`src/rtl/rc_pkg.sv`:
```
// Shared constants, state encoding and debug view for the rate_controller
// front-end sequencer.
package rc_pkg;

   localparam logic [7:0] CONFIG_PHASE = 8'hC0;
   localparam logic [7:0] DATA_PHASE   = 8'h5F;
   localparam logic [7:0] NULL_TAG     = 8'h00;

   localparam int PARAM_SIZE = 32;
   localparam int OFF_D      = 0;
   localparam int OFF_N      = 32;
   localparam int OFF_P      = 64;
   localparam int OFF_Q      = 96;
   localparam int OFF_F      = 128;

   typedef enum logic [2:0] {
      IDLE,
      CFG_SEND,
      CFG_ACK,
      DATA,
      GAP,
      NULL_SEND
   } rc_state_t;

   typedef struct packed {
      rc_state_t state;
      logic      configured;
      logic      pkt_open;
   } rc_dbg_t;

   // A config is unusable when it asks for zero flits or a fill beyond the period.
   function automatic logic cfg_bad(input logic [31:0] n, input logic [31:0] p,
                                    input logic [31:0] f);
      return (n == 32'd0) || (f > p);
   endfunction

endpackage

```
`src/rtl/rc_down_counter.sv`:
```
// 32-bit loadable down counter that stops at zero; used as gap timer and ack timeout.
module rc_down_counter
   import rc_pkg::*;
(
   input  logic                  clk,
   input  logic                  reset,
   input  logic                  i_load,
   input  logic [PARAM_SIZE-1:0] i_load_val,
   input  logic                  i_dec,
   output logic [PARAM_SIZE-1:0] o_count,
   output logic                  o_zero
);

   logic [PARAM_SIZE-1:0] r_count;

   always_ff @(posedge clk or negedge reset) begin
      if (!reset) begin
         r_count <= '0;
      end else if (i_load) begin
         r_count <= i_load_val;
      end else if (i_dec && (r_count != '0)) begin
         r_count <= r_count - 1'b1;
      end
   end

   assign o_count = r_count;
   assign o_zero  = (r_count == '0);

endmodule

```
`src/rtl/rc_sequencer.sv`:
```
// Front-end sequencer: sends the config flit, waits for the null-flit ack,
// then forwards tagged payload with a programmable gap and a trailing null flit.
module rc_sequencer
   import rc_pkg::*;
#(
   parameter int DATA_W      = 256,
   parameter int USER_W      = DATA_W / 2,
   parameter int TAG_W       = DATA_W / 8,
   parameter int ACK_TIMEOUT = 1024
) (
   input  logic              clk,
   input  logic              reset,
   input  logic              cfg_valid,
   output logic              cfg_ready,
   input  logic [31:0]       cfg_d,
   input  logic [31:0]       cfg_n,
   input  logic [31:0]       cfg_p,
   input  logic [31:0]       cfg_q,
   input  logic [31:0]       cfg_f,
   input  logic              src_tvalid,
   input  logic [DATA_W-1:0] src_tdata,
   input  logic [USER_W-1:0] src_tuser,
   input  logic [TAG_W-1:0]  src_tstrb,
   input  logic              src_tlast,
   output logic              src_tready,
   output logic              rc_in_tvalid,
   output logic [DATA_W-1:0] rc_in_tdata,
   output logic [USER_W-1:0] rc_in_tuser,
   output logic [TAG_W-1:0]  rc_in_tstrb,
   output logic              rc_in_tlast,
   output logic [TAG_W-1:0]  rc_in_tag,
   input  logic              rc_in_tready,
   input  logic              mon_tvalid,
   input  logic              mon_tready,
   input  logic              mon_tlast,
   input  logic [TAG_W-1:0]  mon_tag,
   output logic              busy,
   output logic              cfg_err,
   output logic [31:0]       pkt_count,
   output rc_dbg_t           dbg
);

   localparam logic [TAG_W-1:0] W_TAG_CFG  = TAG_W'(CONFIG_PHASE);
   localparam logic [TAG_W-1:0] W_TAG_DATA = TAG_W'(DATA_PHASE);
   localparam logic [TAG_W-1:0] W_TAG_NULL = TAG_W'(NULL_TAG);

   rc_state_t   r_state;
   logic [31:0] r_d, r_n, r_p, r_q, r_f;
   logic        r_configured;
   logic        r_pkt_open;
   logic        r_cfg_err;
   logic [31:0] r_pkt_count;

   logic              w_cfg_bad;
   logic              w_cfg_take;
   logic              w_cfg_accept;
   logic              w_src_hs;
   logic              w_null_hs;
   logic              w_ack;
   logic              w_gap_load;
   logic              w_ack_load;
   logic [31:0]       w_gap_cnt;
   logic              w_gap_zero;
   logic [31:0]       w_ack_cnt;
   logic              w_ack_zero;
   logic              w_gap_exit;
   logic              w_ack_exit;
   logic [DATA_W-1:0] w_cfg_data;

   // Config outranks payload in DATA only while no packet is in flight.
   assign w_cfg_bad    = cfg_bad(cfg_n, cfg_p, cfg_f);
   assign w_cfg_take   = (r_state == DATA) && cfg_valid && !r_pkt_open;
   assign w_cfg_accept = cfg_valid && !w_cfg_bad && ((r_state == IDLE) || w_cfg_take);
   assign w_src_hs     = (r_state == DATA) && !w_cfg_take && src_tvalid && rc_in_tready;
   assign w_null_hs    = (r_state == NULL_SEND) && rc_in_tready;
   assign w_ack        = mon_tvalid && mon_tready && mon_tlast && (mon_tag == W_TAG_NULL);

   assign w_gap_load = (r_d != 32'd0) && ((w_src_hs && !src_tlast) || w_null_hs);
   assign w_ack_load = (r_state == CFG_SEND) && rc_in_tready;
   assign w_gap_exit = (w_gap_cnt == 32'd1) || w_gap_zero;
   assign w_ack_exit = (w_ack_cnt == 32'd1) || w_ack_zero;

   rc_down_counter u_gap_timer (
      .clk        (clk),
      .reset      (reset),
      .i_load     (w_gap_load),
      .i_load_val (r_d),
      .i_dec      (r_state == GAP),
      .o_count    (w_gap_cnt),
      .o_zero     (w_gap_zero)
   );

   rc_down_counter u_ack_timer (
      .clk        (clk),
      .reset      (reset),
      .i_load     (w_ack_load),
      .i_load_val (32'(ACK_TIMEOUT)),
      .i_dec      ((r_state == CFG_ACK) && !w_ack),
      .o_count    (w_ack_cnt),
      .o_zero     (w_ack_zero)
   );

   always_comb begin
      w_cfg_data = '0;
      w_cfg_data[OFF_D +: PARAM_SIZE] = r_d;
      w_cfg_data[OFF_N +: PARAM_SIZE] = r_n;
      w_cfg_data[OFF_P +: PARAM_SIZE] = r_p;
      w_cfg_data[OFF_Q +: PARAM_SIZE] = r_q;
      w_cfg_data[OFF_F +: PARAM_SIZE] = r_f;
   end

   always_comb begin
      cfg_ready    = 1'b0;
      src_tready   = 1'b0;
      rc_in_tvalid = 1'b0;
      rc_in_tdata  = '0;
      rc_in_tuser  = '0;
      rc_in_tstrb  = '0;
      rc_in_tlast  = 1'b0;
      rc_in_tag    = W_TAG_NULL;
      case (r_state)
         IDLE: begin
            // Gated by reset so every output reads 0 while reset is held.
            cfg_ready = reset;
         end
         CFG_SEND: begin
            rc_in_tvalid = 1'b1;
            rc_in_tdata  = w_cfg_data;
            rc_in_tstrb  = '1;
            rc_in_tlast  = 1'b1;
            rc_in_tag    = W_TAG_CFG;
         end
         DATA: begin
            cfg_ready    = !r_pkt_open;
            src_tready   = rc_in_tready && !w_cfg_take;
            rc_in_tvalid = src_tvalid && !w_cfg_take;
            rc_in_tdata  = src_tdata;
            rc_in_tuser  = src_tuser;
            rc_in_tstrb  = src_tstrb;
            rc_in_tlast  = src_tlast;
            rc_in_tag    = W_TAG_DATA;
         end
         NULL_SEND: begin
            rc_in_tvalid = 1'b1;
            rc_in_tlast  = 1'b1;
         end
         default: begin
            cfg_ready = 1'b0;
         end
      endcase
   end

   always_ff @(posedge clk or negedge reset) begin
      if (!reset) begin
         r_d <= '0;
         r_n <= '0;
         r_p <= '0;
         r_q <= '0;
         r_f <= '0;
      end else if (w_cfg_accept) begin
         r_d <= cfg_d;
         r_n <= cfg_n;
         r_p <= cfg_p;
         r_q <= cfg_q;
         r_f <= cfg_f;
      end
   end

   always_ff @(posedge clk or negedge reset) begin
      if (!reset) begin
         r_state      <= IDLE;
         r_configured <= 1'b0;
         r_pkt_open   <= 1'b0;
         r_cfg_err    <= 1'b0;
         r_pkt_count  <= '0;
      end else begin
         r_cfg_err <= 1'b0;
         case (r_state)
            IDLE: begin
               if (cfg_valid) begin
                  if (w_cfg_bad) r_cfg_err <= 1'b1;
                  else           r_state   <= CFG_SEND;
               end
            end
            CFG_SEND: begin
               if (rc_in_tready) r_state <= CFG_ACK;
            end
            CFG_ACK: begin
               if (w_ack) begin
                  r_configured <= 1'b1;
                  r_state      <= DATA;
               end else if (w_ack_exit) begin
                  r_cfg_err    <= 1'b1;
                  r_configured <= 1'b0;
                  r_state      <= IDLE;
               end
            end
            DATA: begin
               if (w_cfg_take) begin
                  if (w_cfg_bad) r_cfg_err <= 1'b1;
                  else           r_state   <= CFG_SEND;
               end else if (w_src_hs) begin
                  r_pkt_open <= !src_tlast;
                  if (src_tlast)           r_state <= NULL_SEND;
                  else if (r_d != 32'd0)   r_state <= GAP;
               end
            end
            GAP: begin
               if (w_gap_exit) r_state <= DATA;
            end
            NULL_SEND: begin
               if (rc_in_tready) begin
                  r_pkt_count <= r_pkt_count + 32'd1;
                  r_state     <= (r_d != 32'd0) ? GAP : DATA;
               end
            end
            default: r_state <= IDLE;
         endcase
      end
   end

   assign busy           = (r_state != IDLE);
   assign cfg_err        = r_cfg_err;
   assign pkt_count      = r_pkt_count;
   assign dbg.state      = r_state;
   assign dbg.configured = r_configured;
   assign dbg.pkt_open   = r_pkt_open;

endmodule

```
`config.mk`:
```
export PLATFORM = sky130hd
export DESIGN_NAME = rc_sequencer
export DESIGN_NICKNAME = d
export VERILOG_FILES = /design/src/rtl/rc_pkg.sv /design/src/rtl/rc_down_counter.sv /design/src/rtl/rc_sequencer.sv
export SDC_FILE = /design/constraint.sdc
export NUM_CORES = 1
export LEC_CHECK = 0
export ABC_AREA = 1
export BUFFER_PORTS_ARGS = -buffer_cell sky130_fd_sc_hd__buf_4
export CAP_MARGIN = 20
export CORE_AREA = 2 2 429 431
export DETAILED_ROUTE_END_ITERATION = 12
export DIE_AREA = 0 0 431 433
export HOLD_SLACK_MARGIN = 0.15
export PLACE_DENSITY = 0.39
export SYNTH_ARGS = -nofsm -noshare
export SYNTH_HDL_FRONTEND = slang
export SYNTH_SLANG_ARGS = --single-unit
```
`constraint.sdc`:
```
create_clock -name clk -period 2 [get_ports clk]
set_input_delay 0.2 -clock clk [delete_from_list [all_inputs] [get_ports clk]]
set_output_delay 0.2 -clock clk [all_outputs]
set_load 0.1 [all_outputs]
```
==> impl_metrics.yaml, run 1 <==
synth:
  synth_cells: 2649
  async_reset_ff_share_pct: 100
  synth_area_mm2: 0.0175
  synth_top_area_share_pct: 37.5
  synth_edf_count: 0
  ys_top_cells_by_area: "dfrtp_1, nand2_1, inv_1"
  ys_types: 41
  yosysTopAreaCell: "dfrtp_1"
  postSynthAreaPerCell_um2: 6.60
  synth-seq-cells: 262
  ys.flop_type: "dfrtp_1"
  yosysSeqAreaShare_pct: 37.5
  yosysWarnings: 0
  synth.most_common_cell: "nand2_1"
  synth_top_cells_by_count: "nand2_1, inv_1, nor2_1, dfrtp_1, o21ai_0"
power_and_ir_drop:
  clkPwrFrac_pct: 43.7
  power_leakage_nw: 19.2
  internal_power_mw: 11.3
  total_power_mw: 16.0
  powerDensity_mw_per_mm2: 394
  comb_power_share_pct: 20.3
  power_frac_seq_pct: 36.0
  swShare_pct: 29.1
  power.switching_mw: 4.66
  irDropWorstVdd_mv: 0.446
run:
  max_cap_violations: 0
critical_path:
  end_kind: "primary output"
  r2r_start: "r_state[2]"
  critPathLaunch: "r_state[2]"
  cp_top_family: "buffers and inverters"
  arrival_ns: 2.53
  critical_path_class: "flip-flop to primary output"
  start_kind: "flip-flop"
  cp_max_fo: 30
  cp_data_required_time_ns: 1.80
  cp_slowest_stage_delay_ns: 0.49
  critPathSlowestCell: "dfrtp_4"
  cp_num_buf_inv: 5
  path_common_cell: "buf_4"
  path_cells: "inv_4 -> nand2_4 -> buf_4 -> nor2_4 -> inv_16 -> buf_4 -> o21ai_4 -> buf_12"
floorplanning:
  fp.coreArea_mm2: 0.182
  rows: 157
  die_area_mm2: 0.187
  ios: 1108
  start_util_pct: 9.60
  die_w_um: 431
  fp.dieH_um: 433
final_layout:
  regArea_mm2: 0.00657
  area_growth_pct: 132
  fin_util_pct: 22.3
  drive_above_1_share_pct: 45.0
  fin_cells: 6600
  multi_input_area_mm2: 0.0114
  fillCellCount: 20200
  final_nets: 4834
clock_network:
  cts.sinks: 262
  clkTransAtPathRegs_ns: 0.06
  cts_tree: "built"
  clock_path_buffers: 3
  cts_buffers: 38
  htreeDepth: 2
  clk_latency_ns: 0.58
  root_buffer: "clkbuf_16"
place:
  place_inst: 6303
  place_ws_ns: -1.75
  port-buffer-count: 1082
  dp_hpwl_um: 107000
  gp_congestion: 0.856
timing:
  worstMarginPinSlew_ns: 0.784
  setup-tns-final_ns: -297.24
  fin_skew_ns: 0.0225
  finalMaxSlewViolations: 0
  rsz0062_at_grt: "true"
  final-setup-viol-count: 659
  max_freq_ghz: 0.366
  finalHoldViolCount: 0
  min_period_over_period_pct: 137
  layout_min_cycle_time_ns: 2.73
  layout_setup_ws_ns: -0.735
  slew_headroom_pct: 47.5
global_route:
  grt_pass1_wl_um: 178000
  grt_usage_pct: 13.3
  antenna_found_initial: 11
  grt_pass1_vias: 23300
  grt_overflow: 0
  grt_max_degree: 107
drt:
  postRouteWirelength_um: 135000
  vias_per_cell: 3.45
  drcViolationCount: 0
  drtIter0Drc: 1033
  post_drt_wl_per_cell_um: 20.4
  drtPass1Iterations: 5
  ant_nets: 0
  num_vias: 22800
hold_path:
  min_from: "rc_in_tready"
  min_path_type: "primary input to flip-flop"
status:
  outcome: "finished with violations"
  violations: "setup timing"
-- per-stage QoR --
step | hold slack (ns) | area, um^2
after CTS | 0.166 | 38800
after floorplan | -0.0956 | 20800
after global routing | 0.216 | 40600
final | 0.209 | 40600
after global placement | 0.101 | 34100
after detailed placement | 0.103 | 34100
-- worst reg2reg max path: cells and delay by family, from the launching register on --
kind	cells	cell delay, ns
AND/OR/NAND/NOR	5	0.73
AO/OA/AOI/OAI	2	0.19
buffers and inverters	5	0.84
flip-flops	1	0.49
-- path summary, 6_finish.rpt --
check | cells after the start | endpoint | slack [ns]
worst max-delay path | 8 | rc_in_tdata[61] | -0.73
worst min-delay path | 5 | pkt_count[3] | 0.21
worst max register to register | 12 | r_d[6] | -0.31
worst min register to register | 1 | pkt_count[31] | 0.46
max in group asynchronous | 3 | r_p[28] | 0.56
min in group asynchronous | 3 | r_f[31] | 0.29
-- cells by family after synthesis --
kind of cell	Yosys count	share of synthesized area, %
AO/OA/AOI/OAI	412	12.5
XOR/XNOR	80	4.01
adder cells (fa/ha/maj)	37	2.65
buffers and inverters	682	15.8
flip-flops	262	37.5
other	1	0.0214
AND/OR/NAND/NOR	1175	27.5
-- routing by layer --
layer / vias up / global-route usage [%] / wire [um]
met5: - / 0 / 12
met4: 2 / 3.57 / 3350
met3: 102 / 2.14 / 5790
met2: 602 / 26.2 / 75200
met1: 10900 / 14.5 / 50500
li1: 11200 / - / -
-- layout by cell type, fill, tap and decap left out, types with 6 or more instances in the layout --
master	n
buf_4	1050
nand2_1	572
inv_1	524
dfrtp_1	259
nor2_4	216
o21ai_1	188
dlygate4sd3_1	169
nor2_1	166
buf_12	149
buf_6	130
o21ai_4	84
nand3_1	80
o21ai_0	62
xor2_1	62
clkbuf_16	61
buf_8	53
nand4_1	41
ha_1	37
nand2_8	29
clkbuf_8	29
conb_1	25
buf_16	21
a21oi_1	20
nor3_1	19
xnor2_1	18
nor4_1	17
o211ai_1	16
o31ai_1	15
o21ai_2	12
clkbuf_1	11
nor2_2	7
or2_2	7
diode_2	6
nand2_2	6
-- state kept, by name, indices dropped and copies added (netlist names), 3 cells and up --
signal and flops:
pkt_count 32, r_d 32, r_f 32, r_n 32, r_p 32, r_q 32, u_ack_timer.o_count 32, u_gap_timer.o_count 32
r_state 3
-- area by class of cell --
class	count	area share (%)
timing repair buffer	1617	40.2
multi-input combinational	1729	28.1
sequential	262	16.2
tap	2385	7.36
inverter	532	5.00
clock buffer	60	2.90
clock inverter	9	0.207
antenna	6	0.0370
-- repair_timing --
item	CTS	global route
hold buffers	169	0
endpoints found under the setup margin	653	676
hold endpoints to repair	427	0
gates resized for setup	361	287
gates cloned	11	24
pin swaps	5	13
setup buffers	8	10
-- power groups by stage --
stage | clock network [mW] | logic [mW] | registers, mW
finish | 6.98 | 3.25 | 5.75
global route | 7.51 | 3.54 | 5.78
CTS | 7.33 | 3.32 | 5.75
detailed placement | 0 | 3.01 | 5.84
global placement | 0 | 3.00 | 5.84
floorplan | 0 | 1.11 | 5.83
(Power assumes the default switching activity.)
==> inputs of run 2 (changes only) <==
--- a/config.mk
+++ b/config.mk
@@ -8,11 +8,12 @@
 export ABC_AREA = 1
 export BUFFER_PORTS_ARGS = -buffer_cell sky130_fd_sc_hd__buf_4
 export CAP_MARGIN = 20
-export CORE_AREA = 2 2 429 431
+export CORE_AREA = 2 2 426 428
 export DETAILED_ROUTE_END_ITERATION = 12
-export DIE_AREA = 0 0 431 433
+export DIE_AREA = 0 0 428 430
 export HOLD_SLACK_MARGIN = 0.15
-export PLACE_DENSITY = 0.39
+export PLACE_DENSITY = 0.4
 export SYNTH_ARGS = -nofsm -noshare
 export SYNTH_HDL_FRONTEND = slang
+export SYNTH_HIERARCHICAL = 1
 export SYNTH_SLANG_ARGS = --single-unit
==> impl_metrics.yaml, run 2 <==
synth:
  yosysWarnings: 6
  synth_edf_count: 0
  postSynthAreaPerCell_um2: 6.35
  ys.flop_type: "dfrtp_1"
  synth-seq-cells: 262
  yosysSeqAreaShare_pct: 34.8
  ys_types: 43
  synth_top_area_share_pct: 34.8
  synth_top_cells_by_count: "nand2_1, inv_1, nor2_1, dfrtp_1, o21ai_0"
  ys_top_cells_by_area: "dfrtp_1, nand2_1, inv_1"
  synth_cells: 2966
  yosysTopAreaCell: "dfrtp_1"
  synth.most_common_cell: "nand2_1"
  async_reset_ff_share_pct: 100
  synth_area_mm2: 0.0188
floorplanning:
  rows: 156
  fp.dieH_um: 430
  die_area_mm2: 0.184
  ios: 1108
  die_w_um: 428
  start_util_pct: 10.5
  fp.coreArea_mm2: 0.180
power_and_ir_drop:
  comb_power_share_pct: 79.3
  power.switching_mw: 42.1
  power_leakage_nw: 24.0
  internal_power_mw: 35.2
  power_frac_seq_pct: 11.0
  powerDensity_mw_per_mm2: 1520
  irDropWorstVdd_mv: 1.31
  swShare_pct: 54.5
  clkPwrFrac_pct: 9.7
clock_network:
  cts_buffers: 39
  clk_latency_ns: 0.59
  htreeDepth: 2
  clkTransAtPathRegs_ns: 0.06
  cts_tree: "built"
  cts.sinks: 262
  clock_path_buffers: 3
  root_buffer: "clkbuf_16"
global_route:
  grt_overflow: 0
  grt_max_degree: 96
  antenna_found_initial: 12
  grt_pass1_wl_um: 186000
  grt_pass1_vias: 26300
  grt_usage_pct: 13.7
final_layout:
  fin_util_pct: 28.3
  final_nets: 5421
  mostFrequentLayoutCells: "buf_4, nand2_1, inv_1"
  area_growth_pct: 170
  final_common_cell: "buf_4"
  multi_input_area_mm2: 0.0150
  drive_above_1_share_pct: 54.2
  fillCellCount: 18700
  regArea_mm2: 0.00657
  fin_cells: 7175
critical_path:
  critPathSlowestCell: "dfrtp_4"
  r2r_start: "r_state[1]"
  start_kind: "flip-flop"
  end_kind: "primary output"
  path_cells: "inv_4 -> nand2_4 -> buf_6 -> nor2_4 -> buf_12 -> buf_12 -> clkinv_16 -> buf_16 -> buf_12 -> o21ai_4 -> buf_12"
  arrival_ns: 2.51
  critPathLaunch: "r_state[2]"
  reg2reg_slack_ns: -0.46
  critical_path_class: "flip-flop to primary output"
  path_common_cell: "buf_12"
  cp_data_required_time_ns: 1.80
  cp_max_fo: 6
  cp_slowest_stage_delay_ns: 0.49
timing:
  final-setup-viol-count: 670
  layout_min_cycle_time_ns: 2.71
  finalHoldViolCount: 0
  fin_skew_ns: 0.0171
  finalMaxSlewViolations: 0
  rsz0062_at_grt: "true"
  min_period_over_period_pct: 136
  max_freq_ghz: 0.369
  worstMarginPinSlew_ns: 0.758
  slew_headroom_pct: 49.5
  layout_setup_ws_ns: -0.712
drt:
  drtPass1Iterations: 7
  ant_nets: 0
  postRouteWirelength_um: 141000
  vias_per_cell: 3.66
  num_vias: 26300
  post_drt_wl_per_cell_um: 19.7
  drcViolationCount: 0
  drtIter0Drc: 1149
place:
  port-buffer-count: 1082
  dp_hpwl_um: 99700
  gp_congestion: 0.892
  place_inst: 6718
hold_path:
  min_path_type: "primary input to async pin"
run:
  max_cap_violations: 0
status:
  outcome: "finished with violations"
  violations: "setup timing"
-- run 2: cell families after synthesis --
family,after synthesis,synth area share [%]
adder cells (fa/ha/maj),35,2.33
buffers and inverters,696,15.7
AO/OA/AOI/OAI,409,11.6
other,2,0.0399
flip-flops,262,34.8
AND/OR/NAND/NOR,1527,33.9
XOR/XNOR,35,1.63
-- run 2: final cells by class --
class	count	share of cell area, %
Timing Repair Buffer	1854	44.6
Clock inverter	17	0.431
Clock buffer	54	2.23
Antenna cell	6	0.0295
Tap cell	2370	5.83
Sequential cell	262	12.9
Inverter	542	4.17
Timing Repair inverter	7	0.332
Multi-Input combinational cell	2063	29.4
-- run 2: final timing paths --
kind                       cells past startpoint                 endpoint
setup / recovery                              11         rc_in_tdata[124]
hold / removal                                 3                   r_p[8]
setup reg to reg                              20  u_gap_timer/o_count[10]
hold reg to reg                                1            pkt_count[28]
max in group asynchronous                      4               r_state[0]
min in group clk                               4                  r_d[23]
-- run 2: routing by layer --
layer / track usage (%) / up-vias / share of wire (%)
met5: 0 / - / 0.019
li1: - / 12700 / -
met3: 2.14 / 146 / 4.1
met4: 3.72 / 4 / 3.0
met1: 15.8 / 12700 / 40
met2: 25.8 / 764 / 53
-- run 2: critical path, delay by kind of cell (launching register included) --
| family | cells | cell delay (ns) |
|---|---|---|
| simple gates | 2 | 0.14 |
| flops | 1 | 0.49 |
| compound gates | 1 | 0.15 |
| buf+inv | 8 | 1.10 |
-- run 2: through the flow --
step                worst slack [ns]  setup TNS (ns)  hold WS (ns)  instance area (um^2)  power (mW)
CTS                           -0.786         -399.37         0.159                 45200        68.9
global placement               -1.19         -392.36        0.0921                 36000        53.1
floorplan                      -2.15         -334.05       -0.0956                 22300        39.5
global route                  -0.800         -373.09         0.181                 50900        80.8
detailed placement             -1.19         -400.11        0.0908                 36000        53.1
finish                        -0.712         -308.01         0.184                 50900        77.4
-- run 2: timing repair --
item | in CTS | in global routing
hold buffers | 168 | 0
setup buffers | 45 | 78
gates resized for setup | 1123 | 1030
cloned | 39 | 63
endpoints found under the setup margin | 677 | 682
endpoints found under the hold margin | 425 | 0
pin swaps | 37 | 128
-- run 2: power groups by stage --
stage | sequential [mW] | combinational (mW) | clock, mW
finish | 8.49 | 61.3 | 7.53
global route | 8.72 | 64.0 | 8.02
CTS | 8.49 | 52.6 | 7.80
detailed placement | 8.56 | 44.5 | 0
global placement | 8.54 | 44.5 | 0
floorplan | 9.02 | 30.4 | 0
